## src/rtl/stack_pkg.sv

```systemverilog
// rtl/stack_pkg.sv - shared constants and operation type for the operand stack
package stack_pkg;

    localparam int STACK_WIDTH = 32;
    localparam int STACK_DEPTH = 16;
    localparam int CNT_W       = $clog2(STACK_DEPTH + 1);

    // Encoding is {push, pop} so the decode is a plain cast.
    typedef enum logic [1:0] {
        NOP     = 2'b00,
        POP     = 2'b01,
        PUSH    = 2'b10,
        REPLACE = 2'b11
    } stack_op_e;

    function automatic stack_op_e decode_op(input logic push, input logic pop);
        return stack_op_e'({push, pop});
    endfunction

endpackage

```

## src/rtl/stack_ram.sv

```systemverilog
// rtl/stack_ram.sv - unreset storage array, one sync write port, two comb read ports
module stack_ram #(
    parameter int WIDTH = 32,
    parameter int DEPTH = 16,
    parameter int AW    = $clog2(DEPTH)
) (
    input  logic             clk,
    input  logic             we,
    input  logic [AW-1:0]    waddr,
    input  logic [WIDTH-1:0] wdata,
    input  logic [AW-1:0]    raddr_a,
    output logic [WIDTH-1:0] rdata_a,
    input  logic [AW-1:0]    raddr_b,
    output logic [WIDTH-1:0] rdata_b
);

    logic [WIDTH-1:0] mem_q [DEPTH];

    // Storage carries no reset; entries above the stack pointer are never exposed.
    always_ff @(posedge clk) begin
        if (we) begin
            mem_q[waddr] <= wdata;
        end
    end

    assign rdata_a = mem_q[raddr_a];
    assign rdata_b = mem_q[raddr_b];

endmodule

```

## src/rtl/operand_stack.sv

```systemverilog
// rtl/operand_stack.sv - LIFO operand stack with zero-latency TOS/NOS and sticky errors
module operand_stack
    import stack_pkg::*;
#(
    parameter int WIDTH = STACK_WIDTH,
    parameter int DEPTH = STACK_DEPTH
) (
    input  logic                       clk,
    input  logic                       reset_n,
    input  logic                       push,
    input  logic                       pop,
    input  logic [WIDTH-1:0]           din,
    input  logic                       clear_err,
    output logic [WIDTH-1:0]           tos,
    output logic [WIDTH-1:0]           nos,
    output logic [$clog2(DEPTH+1)-1:0] count,
    output logic                       empty,
    output logic                       full,
    output logic                       overflow,
    output logic                       underflow
);

    localparam int CW = $clog2(DEPTH + 1);
    localparam int AW = $clog2(DEPTH);

    logic [CW-1:0]    sp_q, sp_d;
    logic             overflow_q, overflow_d;
    logic             underflow_q, underflow_d;
    logic [CW-1:0]    sp_m1, sp_m2;
    logic             we;
    logic [AW-1:0]    waddr;
    logic [WIDTH-1:0] rdata_a, rdata_b;
    stack_op_e        op;

    assign sp_m1 = sp_q - CW'(1);
    assign sp_m2 = sp_q - CW'(2);
    assign empty = (sp_q == '0);
    assign full  = (sp_q == CW'(DEPTH));
    assign op    = decode_op(push, pop);

    stack_ram #(
        .WIDTH (WIDTH),
        .DEPTH (DEPTH),
        .AW    (AW)
    ) u_ram (
        .clk     (clk),
        .we      (we),
        .waddr   (waddr),
        .wdata   (din),
        .raddr_a (sp_m1[AW-1:0]),
        .rdata_a (rdata_a),
        .raddr_b (sp_m2[AW-1:0]),
        .rdata_b (rdata_b)
    );

    // Next stack pointer, write strobe and sticky flags; an error event beats clear_err.
    always_comb begin
        sp_d        = sp_q;
        we          = 1'b0;
        waddr       = sp_q[AW-1:0];
        overflow_d  = overflow_q & ~clear_err;
        underflow_d = underflow_q & ~clear_err;
        case (op)
            PUSH: begin
                if (full) begin
                    overflow_d = 1'b1;
                end else begin
                    we   = 1'b1;
                    sp_d = sp_q + CW'(1);
                end
            end
            POP: begin
                if (empty) begin
                    underflow_d = 1'b1;
                end else begin
                    sp_d = sp_m1;
                end
            end
            REPLACE: begin
                if (empty) begin
                    underflow_d = 1'b1;
                end else begin
                    we    = 1'b1;
                    waddr = sp_m1[AW-1:0];
                end
            end
            default: begin
            end
        endcase
    end

    // Stack pointer and error flag registers.
    always_ff @(posedge clk or negedge reset_n) begin
        if (!reset_n) begin
            sp_q        <= '0;
            overflow_q  <= 1'b0;
            underflow_q <= 1'b0;
        end else begin
            sp_q        <= sp_d;
            overflow_q  <= overflow_d;
            underflow_q <= underflow_d;
        end
    end

    // Mask stale storage so invalid positions read as zero.
    assign tos       = empty ? '0 : rdata_a;
    assign nos       = (sp_q >= CW'(2)) ? rdata_b : '0;
    assign count     = sp_q;
    assign overflow  = overflow_q;
    assign underflow = underflow_q;

endmodule

```

## config.mk

```make
export PLATFORM = sky130hd
export DESIGN_NAME = operand_stack
export DESIGN_NICKNAME = d
export VERILOG_FILES = /design/src/rtl/stack_pkg.sv /design/src/rtl/stack_ram.sv /design/src/rtl/operand_stack.sv
export SDC_FILE = /design/constraint.sdc
export NUM_CORES = 1
export LEC_CHECK = 0
export ABC_AREA = 1
export BUFFER_PORTS_ARGS = -buffer_cell sky130_fd_sc_hd__buf_2
export CAP_MARGIN = 20
export CORE_ASPECT_RATIO = 1.5
export CORE_MARGIN = 2
export CORE_UTILIZATION = 35
export CTS_CLUSTER_DIAMETER = 150
export DETAILED_ROUTE_END_ITERATION = 6
export PLACE_DENSITY = 0.53
export SYNTH_ARGS = -nofsm -noshare
export SYNTH_HDL_FRONTEND = slang
export SYNTH_SLANG_ARGS = --single-unit
export TNS_END_PERCENT = 30
```

## constraint.sdc

```tcl
create_clock -name clk -period 4.4 [get_ports clk]
set_clock_uncertainty 0.2 [all_clocks]
set_input_delay 0.88 -clock clk [delete_from_list [all_inputs] [get_ports clk]]
set_output_delay 0.88 -clock clk [all_outputs]
set_load 0.02 [all_outputs]
```

# --- Word level (Yosys, flattened, before mapping) ---
# Memories as Yosys holds them, arrays and structs flattened.
# Cells that the tools add are included.
word_totals:
  regBits: 7
  mem_bits_rw: 512
  in_bits: 37
  output_inout_bits: 73
  wordCells: 37
  mem_count: 1
op_classes:
  n_addsub: 3
  order_cmp: 1
  eq_ne: 6
  mux: 16
  bitwise_logic: 3
  reduce_logical: 4
memory_table:
  columns: ["memory", "depth", "width", "read_ports", "rd_clocked_by_memory_dff", "wr", "line_no", "text"]
  rows:
  - ["u_ram.mem_q", 16, 32, 2, 0, 1, "stack_ram.sv:17", "logic [WIDTH-1:0] mem_q [DEPTH];"]
op_table:
  columns: ["operator", "count"]
  rows:
  - ["$mux W32", 2]
  - ["$mux W5", 2]
  - ["$pmux W5 S2", 1]
  - ["$mux W1", 8]
  - ["$mux W4", 2]
  - ["$add A5 B1 Y5 const B", 1]
  - ["$eq A5 B5 Y1 const B", 1]
  - ["$ge A5 B2 Y1 const B", 1]
  - ["$logic_not A5 Y1", 1]
  - ["$sub A5 B1 Y5 const B", 1]
  - ["$eq A2 B2 Y1 const B", 2]
  - ["$ne A2 B2 Y1 const B", 2]
  - ["$sub A4 B2 Y4 const B", 1]
  - ["$reduce_and A3 Y1", 1]
  - ["$and A1 B1 Y1", 2]
  - ["$eq A2 B1 Y1 const B", 1]
  - ["$pmux W1 S2", 1]
  - ["$reduce_bool A2 Y1", 1]
  - ["$reduce_or A2 Y1", 1]
  - ["$not A1 Y1", 1]

# --- Logic depth before layout (Yosys ltp) ---
# Gate-level depths: netlist (run 1).
depth:
  depth_word: 5
  ltp_mapped: 14
  mapped_depth_nobuf: 10

# --- Hierarchy ---
# A second synthesis (run 1) with hierarchy kept.
hier_totals:
  hier_cells: 3484
  hier_area_um2: 28676.3
modules_own_cells:
  columns: ["mod", "n_inst", "cells_each", "area_each_um2", "seq_area_each_um2"]
  rows:
  - ["stack_ram", 1, 3253, 27390.0, 15374.7]
  - ["operand_stack", 1, 231, 1286.2, 175.2]

# --- Least setup slack after synthesis (run 1) ---
# No wires, ideal clock.
synth_path:
  path_type: "register -> register"
  startpoint: "reg sp_q[1], in the netlist count[1]"
  endpoint: "mem u_ram.mem_q[8][0] (enable)"
  setup_ps: 421
  t_arrival_ps: 3472
  t_required_ps: 3779
  slack_ps: 307
  stages_incl_launch_ff: 10
  path_buffers: 3
  period_less_slack_ps: 4093
  path_cell_list: "dfrtp_1 -> clkinv_1 -> buf_2 -> buf_1 -> ha_1 -> clkinv_1 -> clkbuf_1 -> o21ai_1 -> nand2_1 -> nor2_1"
synth_between:
  elab_chain_len: 5
  elab_cells_between_ends: 10
  classes_between: "add/sub: 1; eq/ne: 1; mux: 7; reduce/logical: 1"
synth_lines:
  columns: ["item", "line_no", "text"]
  rows:
  - ["from (decl)", "operand_stack.sv:26", "logic [CW-1:0] sp_q, sp_d;"]
  - ["from (signal assigned)", "operand_stack.sv:99", "sp_q <= sp_d;"]
  - ["$eq A5 B5 Y1 or $logic_not A5 Y1 (tied branches)", "operand_stack.sv:38, operand_stack.sv:37", null]
  - ["$mux W1, on equally long branches", "operand_stack.sv:65, operand_stack.sv:80", null]
  - ["$pmux W1 S2", "operand_stack.sv:63", "case (op)"]
  - ["$mux W1", "stack_ram.sv:21", "if (we) begin"]
  - ["$mux W1 (implied by the code)", "stack_ram.sv:22", "mem_q[waddr] <= wdata;"]
  - ["to (decl)", "stack_ram.sv:17", null]
# Several ways; a longest one is shown, not always the timed one.

# --- Worst setup path in the final report (run 1) ---
layout_path:
  startpoint: "reg sp_q[1], in the netlist count[1]"
  endpoint: "out tos[10]"
layout_between:
  elab_chain_len: 3
  elab_cells_between_ends: 4
  classes_between: "add/sub: 1; mux: 1; reduce/logical: 1; memory: 1"
layout_lines:
  columns: ["item", "line_no", "text"]
  rows:
  - ["$sub A5 B1 Y5", "operand_stack.sv:35", "assign sp_m1 = sp_q - CW'(1);"]
  - ["$mem_v2 Z16 W32", null, null]
  - ["$mux W32 (*)", "operand_stack.sv:106", "assign tos = empty ? '0 : rdata_a;"]
  - ["to (decl)", "operand_stack.sv:14", "output logic [WIDTH-1:0] tos,"]
# Every way passes the cells marked *; elsewhere a longest branch is shown, timed or not.

==> impl_metrics.env, run 1 <==
export IMPL_slowest_delay_ns=0.59
export IMPL_synth_most_common_cell="nand2_1"
export IMPL_initial_core_util_pct=35.22
export IMPL_yosysUniqueCellTypes=32
export IMPL_synth_area_leaders="edfxtp_1, nand2_1, nand3_1"
export IMPL_hold_slack_ns=0.2900
export IMPL_reg2reg_depth=9
export IMPL_synthTopCellsByCount="nand2_1, nand3_1, edfxtp_1, nor2_1, o21ai_0"
export IMPL_drc=0
export IMPL_yosys_area_top_type="edfxtp_1"
export IMPL_grt_overflow=0
export IMPL_fin_nets=2945
export IMPL_critical_path_class="flop to primary output"
export IMPL_maxCapViolCount=0
export IMPL_cts_tree="done"
export IMPL_r2r_end="u_ram.mem_q[3][28]"
export IMPL_ys_ff_latch=519
export IMPL_io_buffers=109
export IMPL_setup_tns_ns=0
export IMPL_dr_pass1_iters=5
export IMPL_required_ns=3.32
export IMPL_relSlewSlack_pct=34.06
export IMPL_cts_buffers=53
export IMPL_crit_cells=9
export IMPL_drive_gt1_share_pct=10.03
export IMPL_clk_latency_ns=0.62
export IMPL_grt_max_degree=219
export IMPL_antenna_cells=0
export IMPL_gp_congestion=0.8108
export IMPL_wl_per_cell_um=21.82
export IMPL_grt_pass1_wl_mm=126.1
export IMPL_syn_area_sq_um=25910
export IMPL_r2r_slack_ns=0.86
export IMPL_clockBufferDepth=3
export IMPL_arrival_ns=3.20
export IMPL_hold_viol=0
export IMPL_grt_usage_pct=22.13
export IMPL_die_area_sq_um=76270
export IMPL_yosysTopAreaCellShare_pct=59.34
export IMPL_cp_max_fo=27
export IMPL_syn_to_final_growth_pct=13.30
export IMPL_via_count=21440
export IMPL_path_delay_family="simple AND/OR/NAND/NOR gates"
export IMPL_syn_nets=2918
export IMPL_fin_crit_sh_pct=97.26
export IMPL_synth_edf_count=512
export IMPL_critPathLaunch="count[1]"
export IMPL_vias_per_cell=5.450
export IMPL_ys_flop_type="edfxtp_1"
export IMPL_die_h_um=337.2
export IMPL_crit_buf_inv=3
export IMPL_dp_hpwl_mm=47.86
export IMPL_ant_nets=0
export IMPL_synthCells=2874
export IMPL_core_area_sq_um=73580
export IMPL_cts_sinks=519
export IMPL_crit_top_cell="nand3_1"
export IMPL_antenna_found_initial=2
export IMPL_setup_violations=0
export IMPL_cts_root_buf="clkbuf_16"
export IMPL_worst_slew_pin_slew_ns=0.9891
export IMPL_fmax_ghz=0.2337
export IMPL_r2r_start="count[0]"
export IMPL_yosys_warnings=0
export IMPL_endpoint_kind="primary output"
export IMPL_die_w_um=226.2
export IMPL_rsz0062_at_grt="no"
export IMPL_ios=110
export IMPL_row_count=122
export IMPL_drv_slew=0
export IMPL_ys_seq_area_share_pct=60.02
export IMPL_drtIter0Drc=2021
export IMPL_start_kind="flop"
export IMPL_hp_class="flop to flop"
export IMPL_fin_crit_ns=4.279
export IMPL_crit_chain="inv_4 > ha_1 > nand3_1 > nand2_4 > inv_2 > nor2_8 > nand3_1 > o21ai_1 > buf_2"
export IMPL_htree_levels=2
export IMPL_status="completed"
export IMPL_slowest_stage="nor2_8"
export IMPL_critPathCapture="tos[10]"
export IMPL_routed_wl_mm=85.84
export IMPL_grt_pass1_vias=20370
export IMPL_clk_pin_slew_ns=0.06
export IMPL_syn_avg_cell_area_sq_um=9.015
export IMPL_async_reset_ff_share_pct=1.349
-- worst min-delay path by stage --
stage                     slack [ns]      start   endpoint  cells after the start
after floorplan                 0.38    reset_n   count[0]                      0
after global placement          0.28  underflow  underflow                      2
after detailed placement        0.28  underflow  underflow                      2
after CTS                       0.29        pop  underflow                      3
after global routing            0.32        pop  underflow                      3
final                           0.29  underflow  underflow                      2
-- worst register-to-register path, cell delays in order (launching register included) --
cell and delay [ns]:
dfrtp_4 0.55, inv_8 0.20, ha_4 0.27, inv_6 0.32, buf_4 0.33, o21ai_1 0.16
inv_1 0.10, nand2_1 0.22, nor2_4 0.59, buf_4 0.30
-- through the flow --
step                instances  utilization, %  worst slack [ns]  instance area [sq um]
global placement         3834           37.53            0.6378                  27620
detailed placement       3834           37.53            0.6323                  27620
CTS                      3931           39.82           0.01047                  29300
floorplan                2874               -            0.3068                  25910
global route             3934           39.90           0.01144                  29360
finish                   3934           39.90            0.1208                  29360
-- placed cells by master (no fill, tap or decap), types with 2 or more instances in the layout --
master     count
bufinv_16      4
nand3_1      581
ha_1           5
dfrtp_4        2
o21ai_1       77
nand2_2        3
inv_6          4
inv_1          9
dfrtp_1        4
o21ai_0      168
o211ai_1       2
buf_6          3
buf_12        18
clkinv_2      10
inv_2          6
clkbuf_16     56
buf_4         47
nand2_1      878
nor2_4        17
ha_4           2
nor2_1       308
edfxtp_1     512
xor2_1         6
clkbuf_1       7
buf_2        109
clkinv_1      16
a21oi_1       69
-- area by class of cell --
class                           count  area [sq um]
Clock buffer                       62          1403
Clock inverter                     34         264.0
Fill cell                        7305         44220
Inverter                           19         91.34
Multi-Input combinational cell   2128          9444
Sequential cell                   519         15560
Tap cell                          992          1241
Timing Repair Buffer              180          1355
-- kinds of logic (layout without fill, tap and decap cells) --
group | count (synthesis) | after routing | share of synthesized area [%]
AOI/OAI and AO/OA | 320 | 320 | 6.234
xor gates and xnor gates | 7 | 7 | 0.2366
adders and majority gates | 7 | 7 | 0.3380
buffers and inverters | 227 | 295 | 4.177
DFF | 519 | 519 | 60.02
and+or+nand+nor | 1794 | 1794 | 29.00
-- what timing repair did --
action / 4_1_cts / 5_1_grt
gates resized for setup: 1 / 6
hold buffers: 1 / 0
setup buffers: 0 / 2
pin swaps: 0 / 1
cloned: 0 / 1
endpoints found under the setup margin: 2 / 31
endpoints found under the hold margin: 7 / 0
-- metal layers --
layer | up-vias | GRT usage [%] | part of all wire, %
met1 | 10460 | 27.08 | 40
met5 | - | 0 | 0
met2 | 876 | 39.56 | 51
met3 | 163 | 2.651 | 6.0
met4 | 0 | 8.721 | 3.5
li1 | 9947 | - | -
-- sequential cells by signal (all words and copies together) (netlist names) --
register     count
overflow         1
underflow        1
count            5
u_ram.mem_q    512
Power of run 1 is not shown: default switching activity piles up to over one toggle a cycle in this logic, so the estimate is an artifact.
==> run 2: changes to the inputs <==
==> constraint.sdc (replaced) <==
create_clock -name clk -period 4.4 [get_ports clk]
set_clock_uncertainty 0.2 [all_clocks]
set_input_delay 0.44 -clock clk [delete_from_list [all_inputs] [get_ports clk]]
set_output_delay 0.44 -clock clk [all_outputs]
set_load 0.02 [all_outputs]
==> run 2 against run 1 <==
Net effect: cell count increased by 0.38%; register-to-register slack barely moved; worst hold slack worse by 0.26 ns; wire length increased by 0.42%; die area unchanged; via count grew 1.7%; global-route usage up 0.21 points; first-iteration DRC count barely moved; clock-buffer cell count up 2; sequential share of layout area down 0.079 points; fmax up 1.5%; critical path type unchanged; largest cell class unchanged.
==> impl_metrics.env, run 2 (same netlist as run 1, synthesis figures left out) <==
export IMPL_io_buffers=109
export IMPL_fin_nets=2962
export IMPL_stdcell_count=3949
export IMPL_final_cell_mix="nand2_1, nand3_1, edfxtp_1"
export IMPL_drc=0
export IMPL_core_area_sq_um=73580
export IMPL_fin_crit_sh_pct=95.81
export IMPL_drive_gt1_share_pct=9.641
export IMPL_grt_overflow=0
export IMPL_final_common_cell="nand2_1"
export IMPL_required_ns=3.76
export IMPL_fmax_ghz=0.2372
export IMPL_setup_tns_ns=0
export IMPL_utilization_pct=39.96
export IMPL_cp_max_fo=63
export IMPL_seq_area_sq_um=15560
export IMPL_cts_setup_buffers=0
export IMPL_clk_pin_slew_ns=0.07
export IMPL_routed_wl_mm=86.19
export IMPL_fin_crit_ns=4.216
export IMPL_die_w_um=226.2
export IMPL_path_delay_family="buffers and inverters"
export IMPL_cts_buffers=52
export IMPL_clk_latency_ns=0.61
export IMPL_dp_hpwl_mm=48.19
export IMPL_clockBufferDepth=3
export IMPL_crit_chain="buf_4 > ha_1 > a21oi_4 > buf_4 > a21oi_1 > buf_2"
export IMPL_maxCapViolCount=0
export IMPL_drv_slew=0
export IMPL_arrival_ns=3.58
export IMPL_hp_class="input port to flop"
export IMPL_start_kind="flop"
export IMPL_place_inst=3835
export IMPL_drt_met1_wl_mm=34.40
export IMPL_setup_violations=0
export IMPL_endpoint_kind="primary output"
export IMPL_dr_pass1_iters=5
export IMPL_rsz0062_at_grt="no"
export IMPL_grt_max_degree=225
export IMPL_cts_sinks=519
export IMPL_via_count=21800
export IMPL_multi_input_area_sq_um=9444
export IMPL_critical_path_class="flop to primary output"
export IMPL_drtIter0Drc=2022
export IMPL_htree_levels=2
export IMPL_worst_slew_pin_slew_ns=1.135
export IMPL_fillers=7267
export IMPL_vias_per_cell=5.520
export IMPL_die_area_sq_um=76270
export IMPL_cts_root_buf="clkbuf_16"
export IMPL_top_register="u_ram.mem_q"
export IMPL_crit_top_cell="buf_4"
export IMPL_route_met3_wl_mm=5.322
export IMPL_wl_per_cell_um=21.83
export IMPL_hold_viol=0
export IMPL_status="completed"
export IMPL_crit_buf_inv=3
export IMPL_slowest_stage="a21oi_4"
export IMPL_relSlewSlack_pct=24.31
export IMPL_syn_to_final_growth_pct=13.46
export IMPL_grt_usage_pct=22.34
export IMPL_antenna_found_initial=4
export IMPL_initial_core_util_pct=35.22
export IMPL_cts_tree="done"
export IMPL_grt_pass1_vias=21290
export IMPL_met2WireLength_mm=42.64
export IMPL_gp_congestion=0.8570
export IMPL_dr_max_layer_used="met5"
export IMPL_largest_reg_flops=512
export IMPL_die_h_um=337.2
export IMPL_ios=110
export IMPL_row_count=122
export IMPL_slowest_delay_ns=0.86
export IMPL_ant_nets=0
export IMPL_grt_pass1_wl_mm=128.6
==> run 2: per-layer routing <==
layer / global-route usage (%) / up-vias
li1: - / 9970
met1: 27.64 / 10650
met2: 38.58 / 942
met3: 2.885 / 235
met4: 10.65 / 2
met5: 0 / -
==> run 2: worst paths after layout <==
path | from | end | slack [ns] | depth (start not counted)
worst max-delay path | count[1] | nos[9] | 0.18 | 6
worst min-delay path | din[11] | u_ram.mem_q[0][11] | 0.03 | 1
worst max register to register | count[0] | u_ram.mem_q[10][29] | 0.85 | 8
worst min register to register | overflow | overflow | 0.32 | 1
max in group asynchronous | reset_n | count[1] | 2.62 | 4
min in group asynchronous | reset_n | underflow | 0.52 | 3
==> run 2: cell type report <==
cell class | instances | share of cell area [%]
Multi-Input combinational cell | 2128 | 32.12
Antenna cell | 1 | 0.008512
Inverter | 19 | 0.2937
Sequential cell | 519 | 52.92
Clock inverter | 28 | 0.7065
Tap cell | 992 | 4.222
Clock buffer | 64 | 4.652
Timing Repair Buffer | 198 | 5.073
==> run 2: timing repair <==
action                                 CTS  global route
hold buffers                            20             0
gates resized for setup                  0             2
endpoints found under the hold margin  164             0
setup endpoints to repair                0            25
==> run 2: stage by stage <==
step / instance area (sq um) / hold WS [ns] / setup slack [ns]
floorplan: 25910 / -0.05559 / 0.3068
global placement: 27570 / 0.09992 / 0.7080
detailed placement: 27590 / 0.09743 / 0.6838
CTS: 29360 / 0.001042 / 0.01269
global route: 29400 / 0.01236 / 0.02053
finish: 29400 / 0.02809 / 0.1844
Power of run 2 is left out for the same reason.
==> run 3: changes to the inputs <==
- PLACE_DENSITY: 0.53 -> default
==> run 3 against run 2 <==
Net effect: the flow now finishes with violations (design-rule violations); fmax increased by 3.0%; cell count fell by 0.86%; register-to-register slack gained 0.21 ns; worst hold slack lost 0.011 ns; flip-flop and latch count unchanged; critical path depth rose by 3; utilization decreased by 0.56 points; global-route usage down 1.2 points; clock-buffer cell count is 1 lower; sequential share of layout area increased by 0.75 points.
==> impl_metrics.env, run 3 (same netlist as run 1, synthesis figures left out) <==
export IMPL_status="finished, violations left"
export IMPL_failed_checks="design-rule violations"
export IMPL_drive_gt1_share_pct=9.134
export IMPL_crit_chain="inv_6 > ha_4 > clkinv_2 > buf_4 > nand3_1 > nand2_1 > nand2_1 > a21oi_1 > buf_2"
export IMPL_core_area_sq_um=73580
export IMPL_dp_hpwl_mm=45.04
export IMPL_die_h_um=337.2
export IMPL_grt_usage_pct=21.12
export IMPL_grt_pass1_vias=20000
export IMPL_ctsHoldBuffers=5
export IMPL_ios=110
export IMPL_final_common_cell="nand2_1"
export IMPL_largest_reg_flops=512
export IMPL_cts_setup_buffers=0
export IMPL_slowest_stage="dfrtp_4"
export IMPL_initial_core_util_pct=35.22
export IMPL_crit_cells=9
export IMPL_cts_root_buf="clkbuf_16"
export IMPL_grt_overflow=0
export IMPL_drtIter0Drc=2052
export IMPL_critPathLaunch="count[1]"
export IMPL_clk_pin_slew_ns=0.07
export IMPL_r2r_end="u_ram.mem_q[3][2]"
export IMPL_grt_pass1_wl_mm=121.7
export IMPL_hold_viol=0
export IMPL_fin_crit_sh_pct=92.98
export IMPL_routed_wl_mm=81.64
export IMPL_final_cell_mix="nand2_1, nand3_1, edfxtp_1"
export IMPL_ant_nets=0
export IMPL_die_w_um=226.2
export IMPL_r2r_slack_ns=1.06
export IMPL_htree_levels=2
export IMPL_drc=2
export IMPL_row_count=122
export IMPL_vias_per_cell=5.403
export IMPL_reg2reg_depth=8
export IMPL_rsz0062_at_grt="no"
export IMPL_setup_tns_ns=0
export IMPL_drv_slew=0
export IMPL_antenna_cells=0
export IMPL_via_count=21150
export IMPL_grt_max_degree=230
export IMPL_clockBufferDepth=3
export IMPL_syn_to_final_growth_pct=11.87
export IMPL_cts_sinks=519
export IMPL_clk_latency_ns=0.60
export IMPL_maxCapViolCount=0
export IMPL_hp_class="input port to asynchronous set/reset pin"
export IMPL_fin_nets=2930
export IMPL_relSlewSlack_pct=30.26
export IMPL_arrival_ns=3.45
export IMPL_required_ns=3.76
export IMPL_critical_path_class="flop to primary output"
export IMPL_antenna_found_initial=1
export IMPL_worst_slew_pin_slew_ns=1.046
export IMPL_endpoint_kind="primary output"
export IMPL_top_register="u_ram.mem_q"
export IMPL_cts_tree="done"
export IMPL_wl_per_cell_um=20.85
export IMPL_r2r_start="count[1]"
export IMPL_path_delay_family="buffers and inverters"
export IMPL_io_buffers=109
export IMPL_crit_top_cell="nand2_1"
export IMPL_critPathCapture="nos[24]"
export IMPL_cp_max_fo=30
export IMPL_crit_buf_inv=4
export IMPL_gp_congestion=0.8072
export IMPL_slowest_delay_ns=0.51
export IMPL_hold_slack_ns=0.01758
export IMPL_dr_pass1_iters=7
export IMPL_setup_violations=0
export IMPL_cts_resized=0
export IMPL_fin_crit_ns=4.091
export IMPL_cts_buffers=50
export IMPL_fmax_ghz=0.2444
export IMPL_die_area_sq_um=76270
export IMPL_utilization_pct=39.40
export IMPL_start_kind="flop"
run 3: cell types whose count changed in the layout (fill, tap and decap cells not counted), sizes merged:
cell and change:
buf -15, bufinv -1, clkbuf -1, clkinv +2
clkinvlp -2, diode -1, dlygate4sd3 -15, inv -1
run 3: layer usage:
metal  up-vias  share of wire, %  track usage [%]
met1     10280                39            25.99
li1       9917                 -                -
met2       781                51            37.47
met5         -             0.017                0
met4         2               3.6            8.189
met3       172               6.5            2.772
run 3: how the worst min path moves through the flow:
| stage | slack, ns | endpoint | start | depth (start not counted) |
|---|---|---|---|---|
| after global placement | 0.11 | overflow | reset_n | 1 |
| after global routing | 0.02 | u_ram.mem_q[15][7] | din[7] | 1 |
| after detailed placement | 0.11 | overflow | reset_n | 1 |
| final | 0.02 | count[3] | reset_n | 2 |
| after floorplan | -0.06 | count[0] | reset_n | 0 |
| after CTS | 0.006 | overflow | reset_n | 2 |
run 3: area by class of cell:
cell class / instances / area, sq um
tap: 992 / 1241
fill: 7304 / 44590
clock inverter: 26 / 168.9
sequential: 519 / 15560
timing repair buffer: 168 / 1164
inverter: 19 / 90.09
clock buffer: 63 / 1321
multi-input combinational: 2128 / 9444
run 3: stage by stage:
step | setup slack (ns) | instances | instance area [sq um]
detailed placement | 0.9481 | 3821 | 27450
CTS | 0.2787 | 3915 | 28990
global route | 0.1878 | 3915 | 28990
floorplan | 0.3068 | 2874 | 25910
global placement | 0.9434 | 3821 | 27450
finish | 0.3091 | 3915 | 28990
Power of run 3 is left out for the same reason.
